### config.mk
export PLATFORM = sky130hd
export DESIGN_NAME = fetch_buffered
export DESIGN_NICKNAME = d
export VERILOG_FILES = /design/src/rtl/fetch_buffered.sv
export SDC_FILE = /design/constraint.sdc
export NUM_CORES = 1
export LEC_CHECK = 0
export CAP_MARGIN = 30
export CORE_MARGIN = 4
export CORE_UTILIZATION = 45
export DETAILED_ROUTE_END_ITERATION = 16
export GPL_ROUTABILITY_DRIVEN = 0
export PLACE_DENSITY_LB_ADDON = 0.25
export SETUP_SLACK_MARGIN = 0.4
export SYNTH_ARGS = -nofsm -noshare
export SYNTH_HDL_FRONTEND = slang
export SYNTH_SLANG_ARGS = --single-unit
### constraint.sdc
create_clock -name clk -period 10.55 [get_ports clk]
set_clock_uncertainty 0.2 [all_clocks]
set_input_delay 2.11 -clock clk [delete_from_list [all_inputs] [get_ports clk]]
set_output_delay 2.11 -clock clk [all_outputs]
set_load 0.02 [all_outputs]
### src/rtl/fetch_buffered.sv
// Buffered fetch stage: issues LANES-wide ROM reads against a credit budget and
// parks returned bundles in a DEPTH-entry FIFO ahead of the decode output register.
module fetch_buffered #(
  parameter int unsigned     LANES    = 2,
  parameter int unsigned     ILEN     = 32,
  parameter int unsigned     ROM_LAT  = 1,
  parameter int unsigned     DEPTH    = 4,
  parameter logic [31:0]     RESET_PC = 32'h0,
  parameter logic [ILEN-1:0] NOP_WORD = '0
) (
  input  logic                  clk,
  input  logic                  rstn,
  input  logic                  stall,
  input  logic                  redirect,
  input  logic [31:0]           redirect_pc,
  output logic [31:0]           rom_addr,
  output logic                  rom_en,
  input  logic [LANES*ILEN-1:0] rom_data,
  output logic                  out_valid,
  output logic [31:0]           out_pc,
  output logic [LANES*ILEN-1:0] out_inst
);

  localparam int unsigned BW = LANES * ILEN;
  localparam int unsigned PW = (DEPTH > 1) ? $clog2(DEPTH) : 1;
  localparam int unsigned CW = $clog2(DEPTH + 1);
  localparam int unsigned IW = $clog2(ROM_LAT + 1);
  localparam logic [BW-1:0] NOP_BUNDLE = {LANES{NOP_WORD}};

  logic [31:0]   pc;
  logic          tag_v  [ROM_LAT];
  logic [31:0]   tag_pc [ROM_LAT];
  logic [31:0]   mem_pc   [DEPTH];
  logic [BW-1:0] mem_inst [DEPTH];
  logic [PW-1:0] rd_ptr, wr_ptr;
  logic [CW-1:0] fifo_count;
  logic [IW-1:0] inflight;

  logic [31:0] fa;
  logic        credit_ok, fifo_empty, fifo_full;
  logic        ret_v, bypass, push, pop;

  function automatic logic [PW-1:0] ptr_next(input logic [PW-1:0] p);
    return (p == PW'(DEPTH - 1)) ? '0 : p + PW'(1);
  endfunction

  // NOTE: every variable assigned in always_comb gets a default first, so no path can infer a latch.
  always_comb begin
    inflight = '0;
    for (int i = 0; i < int'(ROM_LAT); i++) inflight = inflight + IW'(tag_v[i]);
  end

  // Credits count both buffered bundles and reads still in the ROM, so a push always has a slot.
  assign fa         = redirect ? redirect_pc : pc;
  assign rom_addr   = fa;
  assign credit_ok  = (32'(fifo_count) + 32'(inflight)) < DEPTH;
  assign rom_en     = credit_ok | redirect;
  assign fifo_empty = (fifo_count == '0);
  assign fifo_full  = (fifo_count == CW'(DEPTH));
  assign ret_v      = tag_v[ROM_LAT-1];
  // An arriving bundle skips the FIFO when it is empty and the output is free to load.
  assign bypass     = ret_v & ~stall & fifo_empty & ~redirect;
  assign push       = ret_v & ~bypass & ~redirect;
  assign pop        = ~stall & ~fifo_empty & ~redirect;

  // NOTE: sequential state uses non-blocking assignments so every register samples pre-edge values.
  always_ff @(posedge clk) begin
    if (!rstn) begin
      pc <= RESET_PC;
      for (int i = 0; i < int'(ROM_LAT); i++) tag_v[i] <= 1'b0;
      fifo_count <= '0;
      rd_ptr     <= '0;
      wr_ptr     <= '0;
      out_valid  <= 1'b0;
      out_pc     <= '0;
      out_inst   <= NOP_BUNDLE;
    end else begin
      pc <= rom_en ? fa + 32'(LANES) : fa;
      for (int i = int'(ROM_LAT) - 1; i > 0; i--) tag_v[i] <= tag_v[i-1] & ~redirect;
      tag_v[0] <= rom_en;

      if (redirect) begin
        fifo_count <= '0;
        rd_ptr     <= '0;
        wr_ptr     <= '0;
        out_valid  <= 1'b0;
        out_pc     <= '0;
        out_inst   <= NOP_BUNDLE;
      end else begin
        if (push) wr_ptr <= ptr_next(wr_ptr);
        if (pop)  rd_ptr <= ptr_next(rd_ptr);
        fifo_count <= fifo_count + CW'(push) - CW'(pop);
        if (!stall) begin
          if (pop) begin
            out_valid <= 1'b1;
            out_pc    <= mem_pc[rd_ptr];
            out_inst  <= mem_inst[rd_ptr];
          end else if (bypass) begin
            out_valid <= 1'b1;
            out_pc    <= tag_pc[ROM_LAT-1];
            out_inst  <= rom_data;
          end else begin
            out_valid <= 1'b0;
            out_pc    <= '0;
            out_inst  <= NOP_BUNDLE;
          end
        end
      end
    end
  end

  // NOTE: address tags and FIFO storage carry no reset; the valid bits and count decide what is live.
  always_ff @(posedge clk) begin
    for (int i = int'(ROM_LAT) - 1; i > 0; i--) tag_pc[i] <= tag_pc[i-1];
    tag_pc[0] <= fa;
    if (push) begin
      mem_pc[wr_ptr]   <= tag_pc[ROM_LAT-1];
      mem_inst[wr_ptr] <= rom_data;
    end
  end

  a_no_overflow: assert property (@(posedge clk) disable iff (!rstn) !(push && fifo_full))
    else $error("fetch_buffered: push into full FIFO");

endmodule

==> results.json, run 1 <==
{
  "drt_iter0_drc": 1165,
  "dpl-instance-area_um2": 23600,
  "yosysWarnings": 0,
  "slowest_stage": "clkdlybuf4s50_1",
  "power_frac_seq_pct": 51.5,
  "fin_cells": 2067,
  "grt_pass1_wl_um": 74700,
  "synth-xor-area-share_pct": 0.423,
  "layout_common_cells": "edfxtp_1 (384), clkdlybuf4s50_1 (227), dfxtp_1 (169)",
  "timing.rr.start": "fifo_count[1]$_SDFF_PP0_",
  "ys_seq_elements": 555,
  "area_growth_pct": 23.5,
  "initial_core_util_pct": 45.6,
  "crit_buf_inv": 4,
  "ant_nets": 0,
  "hpwl_um": 27300,
  "die_y_um": 223,
  "status": "complete, no violations",
  "synthCells": 1186,
  "clkTransAtPathRegs_ns": 0.06,
  "cts-htree-levels": 2,
  "dr.pass1.iters": 6,
  "antenna_found_initial": 0,
  "route.detailed.drc": 0,
  "cts-root-buf": "clkbuf_16",
  "r2r_slack_ns": 7.39,
  "finalCritPeriodShare_pct": 61.1,
  "syn-cell-area_um2": 20700,
  "num_io_pins": 230,
  "drive_gt1_share_pct": 18.2,
  "synth_top_family_by_area": "multiplexers",
  "setup-tns-final_ns": 0,
  "crit_arrival_ns": 4.14,
  "critPathLaunchType": "input port",
  "crit_required_ns": 8.24,
  "maxSlewViolCount": 0,
  "crit_end": "rom_en",
  "crit_path_max_incr_delay_ns": 0.60,
  "insertion_delay_ns": 0.61,
  "critPathTopFamily": "buffers and inverters",
  "syn_nets": 1296,
  "synth-compound-area-share_pct": 7.23,
  "crit_start": "redirect",
  "maxCapViolCount": 0,
  "cellPowerDensity_nw_per_um2": 183,
  "coreArea_um2": 45500,
  "finalWirelength_um": 47600,
  "peakVddDrop_uv": 117,
  "r2r_end": "mem_pc[3][27]$_DFFE_PP_",
  "relSlewSlack_pct": 37.0,
  "grt_pass1_vias": 12600,
  "p_leak_uw": 0.00828,
  "synth.avg_cell_area_um2": 17.5,
  "wl_per_cell_um": 23.0,
  "n_fill_cell": 3589,
  "die_x_um": 223,
  "synth.area.mux_share_pct": 12.1,
  "power_switching_uw": 999,
  "dp_slack_ns": 4.10,
  "cts_tree": "built",
  "finalInstanceArea_um2": 25600,
  "setup_viol": 0,
  "min_path_type": "flip-flop to flip-flop",
  "fp.dieArea_um2": 49600,
  "rr_worst_depth": 5,
  "ctsLongestPathBuffers": 3,
  "swShare_pct": 21.3,
  "dominantRegCellSynth": "edfxtp_1",
  "num_vias": 12000,
  "rsz0062_at_grt": "false",
  "layout_commonest_cell": "edfxtp_1",
  "track_usage_pct": 19.1,
  "post_cts_buffers": 0,
  "hold_viol_final": 0,
  "fin_crit_ns": 6.45,
  "cts_hold_buf": 0,
  "numPortBuffers": 229,
  "synth_adder_area_share_pct": 0.640,
  "synthArstFlopShare_pct": 0,
  "fp-row-count": 78,
  "synth_edf_count": 384,
  "path_max_fanout": 66,
  "gr-total-overflow": 0,
  "p_clk_share_pct": 42.9,
  "crit_path_end_kind": "output pin",
  "max_slew.worst_pin.slew_ns": 0.944,
  "dp.cells": 1956,
  "diodes": 0,
  "cts_sinks": 555,
  "cp_num_cells": 6,
  "vias_per_cell": 5.81,
  "nets": 1527,
  "p_int_uw": 3680,
  "cts_made_buffers": 58,
  "ys_seq_area_share_pct": 72.2,
  "synthSimpleGateAreaFrac_pct": 5.49,
  "worst-setup-path-type": "input port to output pin",
  "max_freq_mhz": 155,
  "path_cells": "buf_2 -> buf_4 -> or2_1 -> nor2_1 -> inv_1 -> clkdlybuf4s50_1",
  "pwr-share-comb_pct": 5.5,
  "grt_max_degree": 68,
  "setup_slack_ns": 4.10,
  "synth.distinct_cells": 53,
  "cts_resized": 0
}
tightest hold or removal path, stage by stage (launching register included):
cell     delay (ns)
dfxtp_1        0.31
nand2_1        0.05
a21oi_1        0.05
flip-flops by register name (all words and copies together), names as in the netlist, named ones only:
signal,cells
out_valid,1
mem_pc,128
out_inst,64
wr_ptr,2
rd_ptr,2
tag_v,1
out_pc,32
mem_inst,256
fifo_count,3
pc,32
tag_pc,32
kinds of logic (layout without fill, tap and decap cells):
logic type | Yosys count | in the layout
XOR/XNOR | 10 | 10
adder cells (fa/ha/maj) | 10 | 10
AND/OR/NAND/NOR | 223 | 223
buffers and inverters | 94 | 375
flip-flops | 555 | 555
multiplexers | 127 | 127
AO/OA/AOI/OAI | 167 | 167
metrics by stage:
stage                     power, uW  util [%]  hold slack (ns)
after floorplan                2590         -            0.232
after global placement         2710      51.8            0.244
after detailed placement       2720      52.0            0.255
after CTS                      4730      56.2            0.264
after global routing           4850      56.3            0.283
final                          4680      56.3            0.258
synth_stat cells, types with 4 or more instances:
| master | count | share of area, % |
|---|---|---|
| inv_1 | 15 | 0.27 |
| xor2_1 | 6 | 0.25 |
| nand3_2 | 4 | 0.19 |
| and2_1 | 8 | 0.24 |
| nand4_1 | 6 | 0.18 |
| nand3b_1 | 4 | 0.14 |
| o21ai_0 | 12 | 0.29 |
| nand2b_1 | 5 | 0.15 |
| o211ai_1 | 6 | 0.22 |
| a222oi_1 | 96 | 4.6 |
| o2111ai_1 | 5 | 0.21 |
| xnor2_1 | 4 | 0.17 |
| ha_1 | 9 | 0.54 |
| buf_1 | 7 | 0.13 |
| mux2_1 | 4 | 0.22 |
| mux2_2 | 22 | 1.2 |
| buf_6 | 4 | 0.22 |
| mux2i_1 | 5 | 0.24 |
| edfxtp_1 | 384 | 56 |
| clkbuf_1 | 48 | 0.87 |
| buf_2 | 19 | 0.46 |
| dfxtp_1 | 171 | 17 |
| or4_1 | 8 | 0.29 |
| or3_1 | 5 | 0.15 |
| nand3_1 | 11 | 0.27 |
| nor2_1 | 123 | 2.2 |
| mux4_2 | 96 | 10 |
| nand2_1 | 32 | 0.58 |
| a21oi_1 | 19 | 0.46 |
| o31ai_1 | 11 | 0.40 |
metal layers:
layer  routed length, um  track usage, %
met3                3550            3.99
met4                 889            5.01
met5                   0               0
met2               22800            30.9
met1               20400            26.6
layout make-up:
type                       instances  area [um2]  area share [%]
multi-input combinational        537        5390            21.1
clock inverter                    25         231           0.904
timing repair buffer             250        2510            9.83
sequential                       555       15000            58.5
tap                              600         751            2.93
inverter                          15        56.3           0.220
clock buffer                      85        1690            6.59
how the worst min path moves through the flow:
stage,end,start,cells after the start
floorplan,pc[1]$_SDFF_PN0_,pc[1]$_SDFF_PN0_,2
global placement,pc[1]$_SDFF_PN0_,pc[1]$_SDFF_PN0_,2
detailed placement,pc[1]$_SDFF_PN0_,pc[1]$_SDFF_PN0_,2
CTS,pc[1]$_SDFF_PN0_,pc[1]$_SDFF_PN0_,2
global route,pc[1]$_SDFF_PN0_,pc[1]$_SDFF_PN0_,2
finish,pc[1]$_SDFF_PN0_,pc[1]$_SDFF_PN0_,2
power groups by stage:
stage	registers (uW)	logic, uW	clock network (uW)
after floorplan	2450	131	0
after global placement	2460	255	0
after detailed placement	2460	261	0
after CTS	2410	262	2060
after global routing	2420	281	2150
final	2410	260	2010
Power figures use the tool's default switching activity.
==> run 2: changes to the inputs <==
Clock period 10.55 ns to 6.7 ns, I/O delays scaled along.
==> results.json, run 2 (synthesis results as in run 1) <==
{
  "status": "complete, no violations",
  "min_path_type": "flip-flop to flip-flop",
  "num_io_pins": 230,
  "clkTransAtPathRegs_ns": 0.06,
  "rr_worst_depth": 11,
  "numPortBuffers": 229,
  "initial_core_util_pct": 45.6,
  "hold_end": "pc[1]$_SDFF_PN0_",
  "wl_per_cell_um": 23.0,
  "cellPowerDensity_nw_per_um2": 287,
  "area_growth_pct": 23.2,
  "multi_input_area_um2": 5390,
  "crit_arrival_ns": 3.48,
  "grt_pass1_vias": 12300,
  "finalCritPeriodShare_pct": 75.0,
  "setup_viol": 0,
  "rsz0062_at_grt": "false",
  "worst-setup-path-type": "input port to output pin",
  "power_uw": 7340,
  "max_slew.worst_pin.slew_ns": 0.964,
  "insertion_delay_ns": 0.58,
  "coreArea_um2": 45500,
  "gr-total-overflow": 0,
  "cts_resized": 0,
  "p_leak_uw": 0.00824,
  "diodes": 0,
  "path_max_fanout": 48,
  "reg_top3": "mem_inst x256, mem_pc x128, out_inst x64",
  "maxSlewViolCount": 0,
  "timing.rr.start": "fifo_count[1]$_SDFF_PP0_",
  "vias_per_cell": 5.75,
  "dr.pass1.iters": 7,
  "worstHoldStart": "pc[1]$_SDFF_PN0_",
  "finalWirelength_um": 47300,
  "die_y_um": 223,
  "relSlewSlack_pct": 35.8,
  "crit_required_ns": 5.16,
  "dpl-instance-area_um2": 23600,
  "nets": 1523,
  "hold_viol_final": 0,
  "hpwl_um": 27700,
  "cts_made_buffers": 57,
  "setup-tns-final_ns": 0,
  "holdPathStages": 2,
  "fp-row-count": 78,
  "r2r_end": "fifo_count[2]$_SDFF_PP0_",
  "n_fill_cell": 3617,
  "largest_reg_flops": 256,
  "grt_pass1_wl_um": 73300,
  "crit_path_end_kind": "output pin",
  "ant_nets": 0,
  "cts_hold_buf": 0,
  "drive_gt1_share_pct": 17.5,
  "post_cts_buffers": 0,
  "layout_commonest_cell": "edfxtp_1",
  "cts_tree": "built",
  "r2r_slack_ns": 3.75,
  "layout_common_cells": "edfxtp_1 (384), clkdlybuf4s50_1 (227), dfxtp_1 (169)",
  "num_vias": 11800,
  "regArea_um2": 15000,
  "finalInstanceArea_um2": 25500,
  "critPathLaunchType": "input port",
  "ctsLongestPathBuffers": 3,
  "largest-register": "mem_inst",
  "peakVddDrop_uv": 220,
  "drt_iter0_drc": 1166,
  "cts-htree-levels": 2,
  "cts-root-buf": "clkbuf_16",
  "max_freq_mhz": 199,
  "cts_sinks": 555,
  "antenna_found_initial": 0,
  "fin_crit_ns": 5.02,
  "die_x_um": 223,
  "grt_max_degree": 73,
  "track_usage_pct": 18.9,
  "maxCapViolCount": 0,
  "route.detailed.drc": 0,
  "fp.dieArea_um2": 49600
}
[run 2: cell types whose count changed in the layout (fill, tap and decap cells not counted)]
cell	delta
buf_4	-5
clkinv_4	-1
inv_4	-1
bufinv_16	+3
clkinv_2	-2
clkbuf_16	-4
clkinvlp_4	-3
clkinv_8	-1
buf_12	+3
buf_16	-1
clkinv_1	+4
[run 2: worst max-delay path by stage]
stage / cells after the start / to / slack [ns] / startpoint
floorplan: 6 / mem_inst[0][0]$_DFFE_PP_ / 1.64 / redirect
global placement: 4 / rom_addr[23] / 1.68 / redirect
detailed placement: 4 / rom_addr[23] / 1.68 / redirect
CTS: 4 / rom_addr[23] / 1.68 / redirect
global route: 5 / rom_addr[20] / 1.53 / redirect
finish: 4 / rom_addr[23] / 1.68 / redirect
[run 2: per-layer routing]
metal / global-route usage, % / vias up / part of all wire (%)
li1: - / 5292 / -
met1: 25.2 / 6053 / 42
met2: 31.6 / 435 / 48
met3: 4.78 / 69 / 7.8
met4: 4.28 / 0 / 2.1
met5: 0 / - / 0
[run 2: through the flow]
step	worst slack (ns)	hold slack, ns	cells	utilization [%]
global placement	1.68	0.248	1952	51.9
global route	1.53	0.312	2059	56.1
floorplan	1.64	0.232	1186	-
detailed placement	1.68	0.251	1953	52.0
CTS	1.68	0.260	2058	56.1
finish	1.68	0.254	2059	56.1
[run 2: critical path, stage by stage]
cell and delay, ns:
buf_2 0.72, buf_4 0.40, mux2_2 0.43, clkdlybuf4s50_1 0.57
[run 2: area by class of cell]
| class | instances | share of cell area, % |
|---|---|---|
| sequential | 555 | 58.6 |
| multi-input combinational | 537 | 21.1 |
| timing repair buffer | 247 | 9.83 |
| clock buffer | 81 | 6.21 |
| tap | 600 | 2.94 |
| clock inverter | 24 | 1.07 |
| inverter | 15 | 0.221 |
[run 2: power breakdown]
| group | leakage, uW | total, uW | internal [uW] | switching, uW |
|---|---|---|---|---|
| Sequential | 0.00490 | 3800 | 3750 | 52.9 |
| Combinational | 0.00243 | 410 | 189 | 221 |
| Clock | 0.000911 | 3120 | 1870 | 1250 |
| Total | 0.00824 | 7340 | 5810 | 1530 |
